[src/rtl/b_bop_arb_pkg.sv]
// Shared constants, FSM encoding and helpers for the b_bop round-robin arbiter.
package b_bop_arb_pkg;

  localparam int DATA_W   = 32;
  localparam int LUT_W    = 8;
  localparam int NREQ_DEF = 2;
  localparam int NREQ_MAX = 8;

  typedef enum logic {
    EMPTY = 1'b0,
    FULL  = 1'b1
  } state_e;

  function automatic logic [DATA_W-1:0] slice_word(input logic [NREQ_MAX*DATA_W-1:0] bus,
                                                   input int idx);
    return bus[idx*DATA_W +: DATA_W];
  endfunction

  function automatic logic [LUT_W-1:0] slice_lut(input logic [NREQ_MAX*LUT_W-1:0] bus,
                                                 input int idx);
    return bus[idx*LUT_W +: LUT_W];
  endfunction

  // One-hot pick of the first valid requester at or after ptr, wrapping modulo n.
  function automatic logic [NREQ_MAX-1:0] rr_pick(input logic [NREQ_MAX-1:0] valid,
                                                  input logic [2:0] ptr,
                                                  input int n);
    logic [NREQ_MAX-1:0] grant;
    logic found;
    int idx;
    grant = '0;
    found = 1'b0;
    for (int off = 0; off < NREQ_MAX; off++) begin
      idx = (int'(ptr) + off) % n;
      if (off < n && !found && valid[idx[2:0]]) begin
        grant[idx[2:0]] = 1'b1;
        found = 1'b1;
      end
    end
    return grant;
  endfunction

endpackage

[src/rtl/b_bop.sv]
// Bit-wise ternary LUT: each result bit indexes lut with {rd, rs1, rs2} at that position.
module b_bop
  import b_bop_arb_pkg::*;
(
  input  logic [DATA_W-1:0] rd,
  input  logic [DATA_W-1:0] rs1,
  input  logic [DATA_W-1:0] rs2,
  input  logic [LUT_W-1:0]  lut,
  output logic [DATA_W-1:0] result
);

  always_comb begin
    result = '0;
    for (int k = 0; k < DATA_W; k++) begin
      result[k] = lut[{rd[k], rs1[k], rs2[k]}];
    end
  end

endmodule

[src/rtl/b_bop_arb.sv]
// Round-robin arbiter sharing one b_bop datapath between NREQ requesters,
// with a one-entry output register that can drain and refill in the same cycle.
module b_bop_arb
  import b_bop_arb_pkg::*;
#(
  parameter int NREQ = NREQ_DEF,
  parameter int IDW  = $clog2(NREQ)
) (
  input  logic                   clock,
  input  logic                   reset,
  input  logic [NREQ-1:0]        req_valid,
  output logic [NREQ-1:0]        req_ready,
  input  logic [NREQ*DATA_W-1:0] req_rd,
  input  logic [NREQ*DATA_W-1:0] req_rs1,
  input  logic [NREQ*DATA_W-1:0] req_rs2,
  input  logic [NREQ*LUT_W-1:0]  req_lut,
  output logic [NREQ-1:0]        rsp_valid,
  input  logic [NREQ-1:0]        rsp_ready,
  output logic [DATA_W-1:0]      rsp_result
);

  state_e state, state_next;

  logic [IDW-1:0]             out_id, rr_ptr, grant_id;
  logic [DATA_W-1:0]          out_result, bop_result;
  logic [DATA_W-1:0]          sel_rd, sel_rs1, sel_rs2;
  logic [LUT_W-1:0]           sel_lut;
  logic [NREQ_MAX*DATA_W-1:0] rd_ext, rs1_ext, rs2_ext;
  logic [NREQ_MAX*LUT_W-1:0]  lut_ext;
  logic [NREQ_MAX-1:0]        valid_ext, grant_ext;
  logic [2:0]                 ptr_ext;
  logic [NREQ-1:0]            grant;
  logic                       out_full, drain, can_accept, accept;

  // Widen the flattened buses to the package's fixed maximum so the helpers stay generic.
  always_comb begin
    rd_ext    = '0;
    rs1_ext   = '0;
    rs2_ext   = '0;
    lut_ext   = '0;
    valid_ext = '0;
    ptr_ext   = '0;
    rd_ext[NREQ*DATA_W-1:0]  = req_rd;
    rs1_ext[NREQ*DATA_W-1:0] = req_rs1;
    rs2_ext[NREQ*DATA_W-1:0] = req_rs2;
    lut_ext[NREQ*LUT_W-1:0]  = req_lut;
    valid_ext[NREQ-1:0]      = req_valid;
    ptr_ext[IDW-1:0]         = rr_ptr;
  end

  assign grant_ext = rr_pick(valid_ext, ptr_ext, NREQ);
  assign grant     = grant_ext[NREQ-1:0];

  always_comb begin
    grant_id = '0;
    for (int i = 0; i < NREQ; i++) begin
      if (grant[i]) grant_id = IDW'(i);
    end
  end

  assign sel_rd  = slice_word(rd_ext, int'(grant_id));
  assign sel_rs1 = slice_word(rs1_ext, int'(grant_id));
  assign sel_rs2 = slice_word(rs2_ext, int'(grant_id));
  assign sel_lut = slice_lut(lut_ext, int'(grant_id));

  b_bop u_bop (
    .rd     (sel_rd),
    .rs1    (sel_rs1),
    .rs2    (sel_rs2),
    .lut    (sel_lut),
    .result (bop_result)
  );

  // Reset also masks the ready path so nothing appears accepted while it is held.
  assign out_full   = (state == FULL);
  assign drain      = out_full & rsp_ready[out_id];
  assign can_accept = (~out_full | drain) & ~reset;
  assign accept     = (|grant) & can_accept;
  assign req_ready  = grant & {NREQ{can_accept}};

  always_comb begin
    state_next = state;
    case (state)
      EMPTY:   if (accept) state_next = FULL;
      FULL:    if (accept) state_next = FULL;
               else if (drain) state_next = EMPTY;
      default: state_next = EMPTY;
    endcase
  end

  always_ff @(posedge clock or posedge reset) begin
    if (reset) state <= EMPTY;
    else       state <= state_next;
  end

  always_ff @(posedge clock or posedge reset) begin
    if (reset) begin
      out_result <= '0;
      out_id     <= '0;
      rr_ptr     <= '0;
    end else if (accept) begin
      out_result <= bop_result;
      out_id     <= grant_id;
      rr_ptr     <= (grant_id == IDW'(NREQ-1)) ? '0 : grant_id + 1'b1;
    end
  end

  always_comb begin
    rsp_valid = '0;
    for (int i = 0; i < NREQ; i++) begin
      rsp_valid[i] = out_full & (out_id == IDW'(i));
    end
  end

  assign rsp_result = out_result;

endmodule

[config.mk]
export PLATFORM = sky130hd
export DESIGN_NAME = b_bop_arb
export DESIGN_NICKNAME = d
export VERILOG_FILES = /design/src/rtl/b_bop_arb_pkg.sv /design/src/rtl/b_bop.sv /design/src/rtl/b_bop_arb.sv
export SDC_FILE = /design/constraint.sdc
export NUM_CORES = 1
export LEC_CHECK = 0
export ABC_AREA = 0
export CELL_PAD_IN_SITES_DETAIL_PLACEMENT = 1
export CELL_PAD_IN_SITES_GLOBAL_PLACEMENT = 2
export CORE_MARGIN = 5
export CORE_UTILIZATION = 27
export CTS_CLUSTER_DIAMETER = 60
export DETAILED_ROUTE_END_ITERATION = 8
export HOLD_SLACK_MARGIN = 0.06
export PLACE_DENSITY = 0.93
export SYNTH_ARGS = -nofsm -noshare
export SYNTH_HDL_FRONTEND = slang
export SYNTH_HIERARCHICAL = 1
export SYNTH_SLANG_ARGS = --single-unit
export TNS_END_PERCENT = 50
[constraint.sdc]
create_clock -name clock -period 5.5 [get_ports clock]
set_input_delay 1.375 -clock clock [delete_from_list [all_inputs] [get_ports clock]]
set_output_delay 1.375 -clock clock [all_outputs]
set_load 0.02 [all_outputs]
# --- Word-level counts from Yosys, hierarchy flattened ---
# Cells that the tools add are included.
word_totals:
  regBits: 35
  output_inout_bits: 36
classes:
  add_sub_neg: 2
  magnitude_cmp: 37
  shift: 4
  n_mux: 83
  bitwise: 12
  reduce_logical: 5
op_table:
  columns: ["cell", "count"]
  rows:
  - ["indexed part select 256 x 7 -> 32 bit", 3]
  - ["< comparator 3 x 4 -> 1 bit, second input constant", 33]
  - ["binary-select mux 1 bit (select 3 bit)", 32]
  - ["indexed part select 64 x 5 -> 8 bit", 1]
  - ["two-way mux 1 bit", 45]
  - ["bitwise AND 1 bit", 5]
  - ["< comparator 1 x 4 -> 1 bit, second input constant", 1]
  - ["two-way mux 2 bit", 2]
  - [">= comparator 3 x 1 -> 1 bit, second input constant", 1]
  - ["logical AND 1 bit", 3]
  - ["inverter 1 bit", 3]
  - ["adder 1 bit, second input constant", 2]
  - ["bitwise AND 2 bit", 1]
  - ["binary-select mux 1 bit (select 2 bit)", 1]
  - ["demux 1 bit (select 2 bit)", 1]
  - ["< comparator 1 x 2 -> 1 bit, second input constant", 1]
  - ["OR 2 bit", 1]
  - ["one-hot mux 1 bit (2 select lines)", 1]
  - ["OR reduction 2 bit", 1]
  - ["bitwise AND 1 bit, first input constant", 1]
  - ["demux 1 bit (select 1 bit)", 1]
  - [">= comparator 1 bit, second input constant", 1]
  - ["logical NOT 1 bit", 1]
  - ["OR 1 bit", 1]

# --- Longest topological paths before layout ---
# Gate-level depths: netlist (run 1).
depth:
  ltp_word: 12
  ltp_mapped: 8
  ltp_nobuf: 6

# --- By module ---
# The synthesis (run 1) kept the hierarchy.
by_module_without_submodules:
  columns: ["module", "n_inst", "cells_per_inst", "area_each_um2"]
  rows:
  - ["b_bop_arb", 1, 204, 2633.8]
  - ["b_bop", 1, 120, 1975.6]

# --- Worst setup path after synthesis (run 1) ---
# No wires, ideal clock.
synth_path:
  path_type: "input to output"
  from: "input req_valid[0]"
  to: "output req_ready[1]"
  t_arrival_ps: 2305
  t_required_ps: 4125
  slack_ps: 1820
  stages: 5
  path_buffers: 2
  path_cell_list: "inv_1 o21ai_2 buf_4 buf_4 nor3_1"
synth_via:
  elab_chain_len: 7
  word_cells_on_any_way: 11
synth_lines:
  columns: ["item", "line_no", "source"]
  rows:
  - ["from (decl)", "b_bop_arb.sv:11", "input logic [NREQ-1:0] req_valid,"]
  - ["two-way mux 1 bit (implied by the code) (2 in series)", "b_bop_arb_pkg.sv:35", "if (off < n && !found && valid[idx[2:0]]) begin"]
  - ["two-way mux 1 bit", "b_bop_arb_pkg.sv:35", null]
  - ["logical NOT 1 bit", "b_bop_arb_pkg.sv:35", null]
  - ["logical AND 1 bit", "b_bop_arb_pkg.sv:35", null]
  - ["two-way mux 2 bit *", "b_bop_arb_pkg.sv:35", null]
  - ["bitwise AND 2 bit *", "b_bop_arb.sv:79", "assign req_ready = grant & {NREQ{can_accept}};"]
  - ["to (decl)", "b_bop_arb.sv:12", "output logic [NREQ-1:0] req_ready,"]
# Mark *: on every way between the ends. The rest lies on a longest branch, timed or not. The select of a mux whose other input is x is not followed.

# --- Worst setup path in the final report (run 1) ---
layout_path:
  from: "input rsp_ready[1]"
  to: "output req_ready[1]"
layout_via:
  elab_chain_len: 6
layout_lines:
  columns: ["item", "line_no", "source"]
  rows:
  - ["from (decl)", "b_bop_arb.sv:18", "input logic [NREQ-1:0] rsp_ready,"]
  - ["two-way mux 1 bit (implied by the code) (2 in series)", "b_bop_arb.sv:76", "assign drain = out_full & rsp_ready[out_id];"]
  - ["bitwise AND 1 bit", "b_bop_arb.sv:76", null]
  - ["OR 1 bit", "b_bop_arb.sv:77", "assign can_accept = (~out_full | drain) & ~reset;"]
  - ["bitwise AND 1 bit", "b_bop_arb.sv:77", null]
  - ["bitwise AND 2 bit", "b_bop_arb.sv:79", null]
# Every way passes these cells. The select of a mux whose other input is x is not followed.

==> impl_metrics.ini, run 1 <==
[detailed_routing]
finalWirelength_mm = 17.25
avgViaCountPerCell = 5.149
drt_first_pass_iters = 4
drc = 0
vias = 3944
post_drt_wl_per_cell_um = 22.52
drt_iter0_markers = 168
final_antenna_net_count = 0

[run]
cap_violations = 0

[sta]
min_period_over_period_pct = 81.52
worst_pin_slew_ns = 1.208
finalMaxSlewViolations = 0
fin_crit_ns = 4.484
max_slew_margin_pct = 19.31
hold_viol = 0
finalSetupTns_ns = 0
rsz0062_at_grt = no
setup_viol = 0
skew_ns = 0.003175
fmaxAchievable_mhz = 223.0

[logic_synthesis]
ys_warn_count = 6
synth_xor_area_share_pct = 0
syn_area_um2 = 4609
synthMuxAreaShare_pct = 73.18
synth-compound-area-share_pct = 1.140
synth_area_per_cell_um2 = 14.23
synth-simple-area-share_pct = 1.167
yosys.area.top_type = mux2_2
syn_nets = 538
post_synth_inst_count = 324
ys_seq_area_share_pct = 19.00
synth_area_leaders = mux2_2, mux4_2, dfrtp_1
synth_cell_types = 25
ys_ff_latch = 35
synth_top_family_by_area = multiplexers
synthAdderAreaFrac_pct = 0
yosysTopAreaCellShare_pct = 40.07

[placement]
dp_hpwl_mm = 13.24
port_buffers = 249
gp_congestion = 0.8129
dpl_cell_area_um2 = 7186

[setup_path]
end_kind = output port
cp_num_cells = 5
path_delay_family = buffers and inverters
r2r_cells = 6
path_class = input pin to output port
worstPathBufferInverterCount = 2
arrival_ns = 3.11
path_cells = clkdlybuf4s50_1, mux2i_1, and2_1, nor3_1, clkdlybuf4s50_1
slowest_delay_ns = 0.65
crit_slowest_cell = clkdlybuf4s50_1
cp.required_ns = 4.12
start_kind = input pin
critPathMaxFanout = 4
cp_common_cell = clkdlybuf4s50_1

[clock_network]
cts_tree = yes
post_cts_buffers = 0
clk_latency_ns = 0.28
cts_hold_buffers = 0
clkSlewWorstSetupHoldPaths_ns = 0.06
numCtsBuffers = 5
cts_max_level = 2
cts_resized = 0
cts_sinks = 35
root_buffer = clkbuf_16
clk_path_buf_depth = 2

[grt]
grtUsageTotal_pct = 16.82
grt_pass1_wl_mm = 26.40
grt_max_degree = 55
overflow = 0
antenna_found_initial = 1
grt_pass1_vias = 4622

[pwr]
pwr_density_cell_nw_per_um2 = 283.9
p_total_mw = 2.085
peakVddDrop_v = 0.0001278
p_leak_nw = 2.635

[floorplanning]
die_y_um = 140.7
io_pins = 250
die_x_um = 140.7
core_um2 = 16640
rows = 47
initial_core_util_pct = 27.70
die_area_um2 = 19790

[layout]
drive_above_1_share_pct = 43.30
fin_nets = 758
design_area_um2 = 7345
ff_latch_area_um2 = 875.8
areaGrowthSynthToFinish_pct = 59.34
fill_cells = 1745
multi_input_area_um2 = 3495

[min_path]
min_path_cells = 1
hp-class = flop to flop

[run_status]
status = complete, no violations
flip-flops by register name, indices dropped and copies added (netlist names):
register    flops
out_id          1
out_full        1
rr_ptr          1
rsp_result     32
final timing paths:
check	to	slack [ns]	from
setup / recovery	req_ready[1]	1.02	rsp_ready[1]
setup reg to reg	rsp_result[31]	2.56	rr_ptr
hold / removal	rsp_result[6]	0.51	rsp_result[6]
max in group asynchronous	rsp_result[22]	3.25	reset
min in group asynchronous	rr_ptr	1.71	reset
hold reg to reg	rsp_result[6]	0.51	rsp_result[6]
per-stage QoR:
| step | hold WS [ns] | std cells | worst slack (ns) | util, % |
|---|---|---|---|---|
| 3_3_place_gp | 0.4727 | 757 | 1.088 | 43.18 |
| 3_5_place_dp | 0.4970 | 757 | 1.021 | 43.18 |
| 2_1_floorplan | 0.5181 | 324 | 1.820 | - |
| 4_1_cts | 0.5080 | 765 | 1.008 | 44.12 |
| 5_1_grt | 0.5160 | 766 | 0.9408 | 44.13 |
| 6_report | 0.5065 | 766 | 1.016 | 44.13 |
power by group:
| part | leakage (nW) | internal (mW) | switching [mW] | total, mW |
|---|---|---|---|---|
| clock network | 0.0772 | 0.193 | 0.115 | 0.308 |
| registers | 0.408 | 0.380 | 0.0700 | 0.450 |
| logic | 2.15 | 0.779 | 0.548 | 1.33 |
placed cells by master (no fill, tap or decap):
master,instances
buf_12,2
nand2b_1,2
mux4_2,58
nor2b_1,1
a21oi_1,1
a21oi_4,1
dfrtp_1,35
mux2_4,2
nand2_1,1
o31ai_1,1
mux2_1,2
diode_2,1
clkdlybuf4s50_1,249
o21ai_4,1
mux2i_1,1
and2b_1,1
o21bai_1,1
and2_1,3
nor3_1,1
clkbuf_16,5
mux4_1,6
inv_1,1
o32a_1,1
mux2_2,164
clkbuf_8,2
clkbuf_1,1
inv_2,1
o21ai_0,1
kinds of logic after synthesis:
logic type | count (synthesis)
AO/OA/AOI/OAI | 7
buffers and inverters | 40
flip-flops | 35
multiplexers | 233
AND/OR/NAND/NOR | 9
routing by layer:
metal | up-vias | global-route usage (%) | part of all wire (%) | wire length (µm)
met2 | 152 | 32.79 | 55 | 9558
met3 | 20 | 4.199 | 6.3 | 1092
li1 | 1757 | - | - | -
met5 | - | 0 | 0 | 0
met4 | 0 | 3.570 | 1.5 | 263
met1 | 2015 | 18.22 | 37 | 6339
final cells by class:
class,count,area share [%]
tap,220,3.748
clock buffer,8,2.129
antenna,1,0.03407
inverter,2,0.1022
timing repair buffer,251,34.48
sequential,35,11.93
multi-input combinational,249,47.58
synthesized netlist by cell type (all sizes together):
cell	number
and2b	1
o21bai	1
o21ai	2
mux4	64
a21oi	2
inv	2
clkbuf	1
nand2	1
o32a	1
o31ai	1
nor2b	1
nand2b	2
buf	37
nor3	1
and2	3
mux2i	1
dfrtp	35
mux2	168
Power figures use the tool's default switching activity.
==> inputs of run 2 (changes only) <==
--- a/config.mk
+++ b/config.mk
@@ -9,11 +9,11 @@
 export CELL_PAD_IN_SITES_DETAIL_PLACEMENT = 1
 export CELL_PAD_IN_SITES_GLOBAL_PLACEMENT = 2
 export CORE_MARGIN = 5
-export CORE_UTILIZATION = 27
+export CORE_UTILIZATION = 25
 export CTS_CLUSTER_DIAMETER = 60
 export DETAILED_ROUTE_END_ITERATION = 8
 export HOLD_SLACK_MARGIN = 0.06
-export PLACE_DENSITY = 0.93
+export PLACE_DENSITY = 0.87
 export SYNTH_ARGS = -nofsm -noshare
 export SYNTH_HDL_FRONTEND = slang
 export SYNTH_HIERARCHICAL = 1
==> constraint.sdc (replaced) <==
create_clock -name clock -period 4.35 [get_ports clock]
set_input_delay 1.0875 -clock clock [delete_from_list [all_inputs] [get_ports clock]]
set_output_delay 1.0875 -clock clock [all_outputs]
set_load 0.02 [all_outputs]
==> run 2 against run 1 <==
  * Worst hold slack worse by 0.014 ns
  * Die area up 7.4%
  * Global-route usage shrank 1.4 points
  * Final cell count increased by 1.4%
  * First-iteration DRC count decreased by 37%
  * Count of clock-buffer cells in the layout is 2 lower
  * Largest power group unchanged
==> impl_metrics.ini, run 2 (synthesis results as in run 1) <==
[clock_network]
post_cts_buffers = 0
clkSlewWorstSetupHoldPaths_ns = 0.05
root_buffer = clkbuf_16
cts_tree = yes
clk_path_buf_depth = 2
clk_latency_ns = 0.30
cts_max_level = 2
cts_hold_buffers = 0
cts_resized = 0
numCtsBuffers = 5
cts_sinks = 35

[sta]
worst_pin_slew_ns = 0.8877
fin_crit_ns = 3.974
finalMaxSlewViolations = 0
hold_viol = 0
min_period_over_period_pct = 91.35
fmaxAchievable_mhz = 251.7
setup_viol = 0
skew_ns = 0.006927
rsz0062_at_grt = no
max_slew_margin_pct = 40.73
finalSetupTns_ns = 0

[setup_path]
end_kind = output port
cp.required_ns = 3.26
arrival_ns = 2.89
start_kind = input pin
slowest_delay_ns = 0.60
critPathMaxFanout = 33
path_class = input pin to output port
path_cells = clkdlybuf4s50_1, inv_1, o21ai_4, buf_12, and2_1, clkdlybuf4s50_1
cp_common_cell = clkdlybuf4s50_1
crit_slowest_cell = clkdlybuf4s50_1

[layout]
multi_input_area_um2 = 3495
largest_reg_flops = 32
fill_cells = 1904
areaGrowthSynthToFinish_pct = 59.69
antenna_cells = 0
drive_above_1_share_pct = 43.61
fin_nets = 761
layout_common_cells = clkdlybuf4s50_1, mux2_2, mux4_2
mostFrequentLayoutCell = clkdlybuf4s50_1
design_area_um2 = 7361
ff_latch_area_um2 = 875.8
instances_no_fill = 777

[detailed_routing]
finalWirelength_mm = 16.73
post_drt_wl_per_cell_um = 21.54
final_antenna_net_count = 0
avgViaCountPerCell = 4.996
vias = 3882
drt_iter0_markers = 106
drc = 0
drt_first_pass_iters = 4

[floorplanning]
die_y_um = 145.8
initial_core_util_pct = 25.49
die_x_um = 145.8
io_pins = 250
die_area_um2 = 21250
core_um2 = 18090
rows = 49

[placement]
port_buffers = 249
gp_congestion = 0.7310
placedCellCount = 769
dp_hpwl_mm = 12.74
dpl_cell_area_um2 = 7219

[pwr]
seq_power_share_pct = 21.9
p_sw_share_pct = 35.45
p_leak_nw = 2.640
pwr-share-comb_pct = 64.1
clkPwrFrac_pct = 14.1
pwr_density_cell_nw_per_um2 = 353.8
p_switching_uw = 923.3
p_int_mw = 1.681
peakVddDrop_v = 0.0002129

[grt]
grt_pass1_wl_mm = 26.24
grt_util_met2_pct = 28.61
grt_pass1_vias = 4561
grt.met1_usage_pct = 17.61
grt_max_degree = 41
grtUsageTotal_pct = 15.42
grt_util_met3_pct = 4.921
antenna_found_initial = 0
overflow = 0
grt_most_used_layer = met2

[run]
cap_violations = 0

[min_path]
hp-class = flop to flop

[run_status]
status = complete, no violations
run 2: cell count changes in the layout (fill, tap and decap cells not counted):
cell	change
buf_4	+3
clkbuf_8	-2
clkinv_2	+1
clkinvlp_4	+1
diode_2	-1
run 2: final timing paths:
kind / start / end / slack (ns) / depth (start not counted)
setup / recovery: req_valid[0] / req_ready[0] / 0.38 / 6
hold / removal: rsp_result[11] / rsp_result[11] / 0.49 / 1
setup reg to reg: rr_ptr / rsp_result[10] / 1.53 / 6
hold reg to reg: rsp_result[11] / rsp_result[11] / 0.49 / 1
max in group asynchronous: reset / rsp_result[11] / 2.35 / 2
min in group asynchronous: reset / rr_ptr / 1.44 / 2
run 2: layout make-up:
class                           count  area share, %
Multi-Input combinational cell    249          47.48
Timing Repair Buffer              254          34.71
Sequential cell                    35          11.90
Tap cell                          229          3.893
Clock buffer                        6          1.751
Clock inverter                      2         0.1700
Inverter                            2         0.1020
run 2: per-stage QoR:
stage	power, mW	worst slack, ns	hold WS, ns	util [%]
2_1_floorplan	1.576	1.152	0.5181	-
3_3_place_gp	2.217	0.4149	0.4706	39.92
3_5_place_dp	2.261	0.2855	0.4789	39.92
4_1_cts	2.649	0.3365	0.4914	40.70
5_1_grt	2.760	0.2680	0.5208	40.70
6_report	2.604	0.3764	0.4929	40.70
run 2: power groups by stage:
stage	registers (mW)	clock network (mW)	logic [mW]
2_1_floorplan	0.746	0	0.830
3_3_place_gp	0.569	0	1.65
3_5_place_dp	0.575	0	1.69
4_1_cts	0.572	0.382	1.70
5_1_grt	0.590	0.395	1.77
6_report	0.569	0.366	1.67
run 2: per-layer routing:
layer  vias up  routed length (µm)
met5         -                   0
met4         0                 129
met3         9                1265
met2       155                9103
met1      1953                6234
li1       1765                   -
run 2: worst max-delay path, delay by kind of cell:
family / cells / cell delay, ns
buffers and inverters: 4 / 1.43
AO/OA/AOI/OAI: 1 / 0.20
AND/OR/NAND/NOR: 1 / 0.16
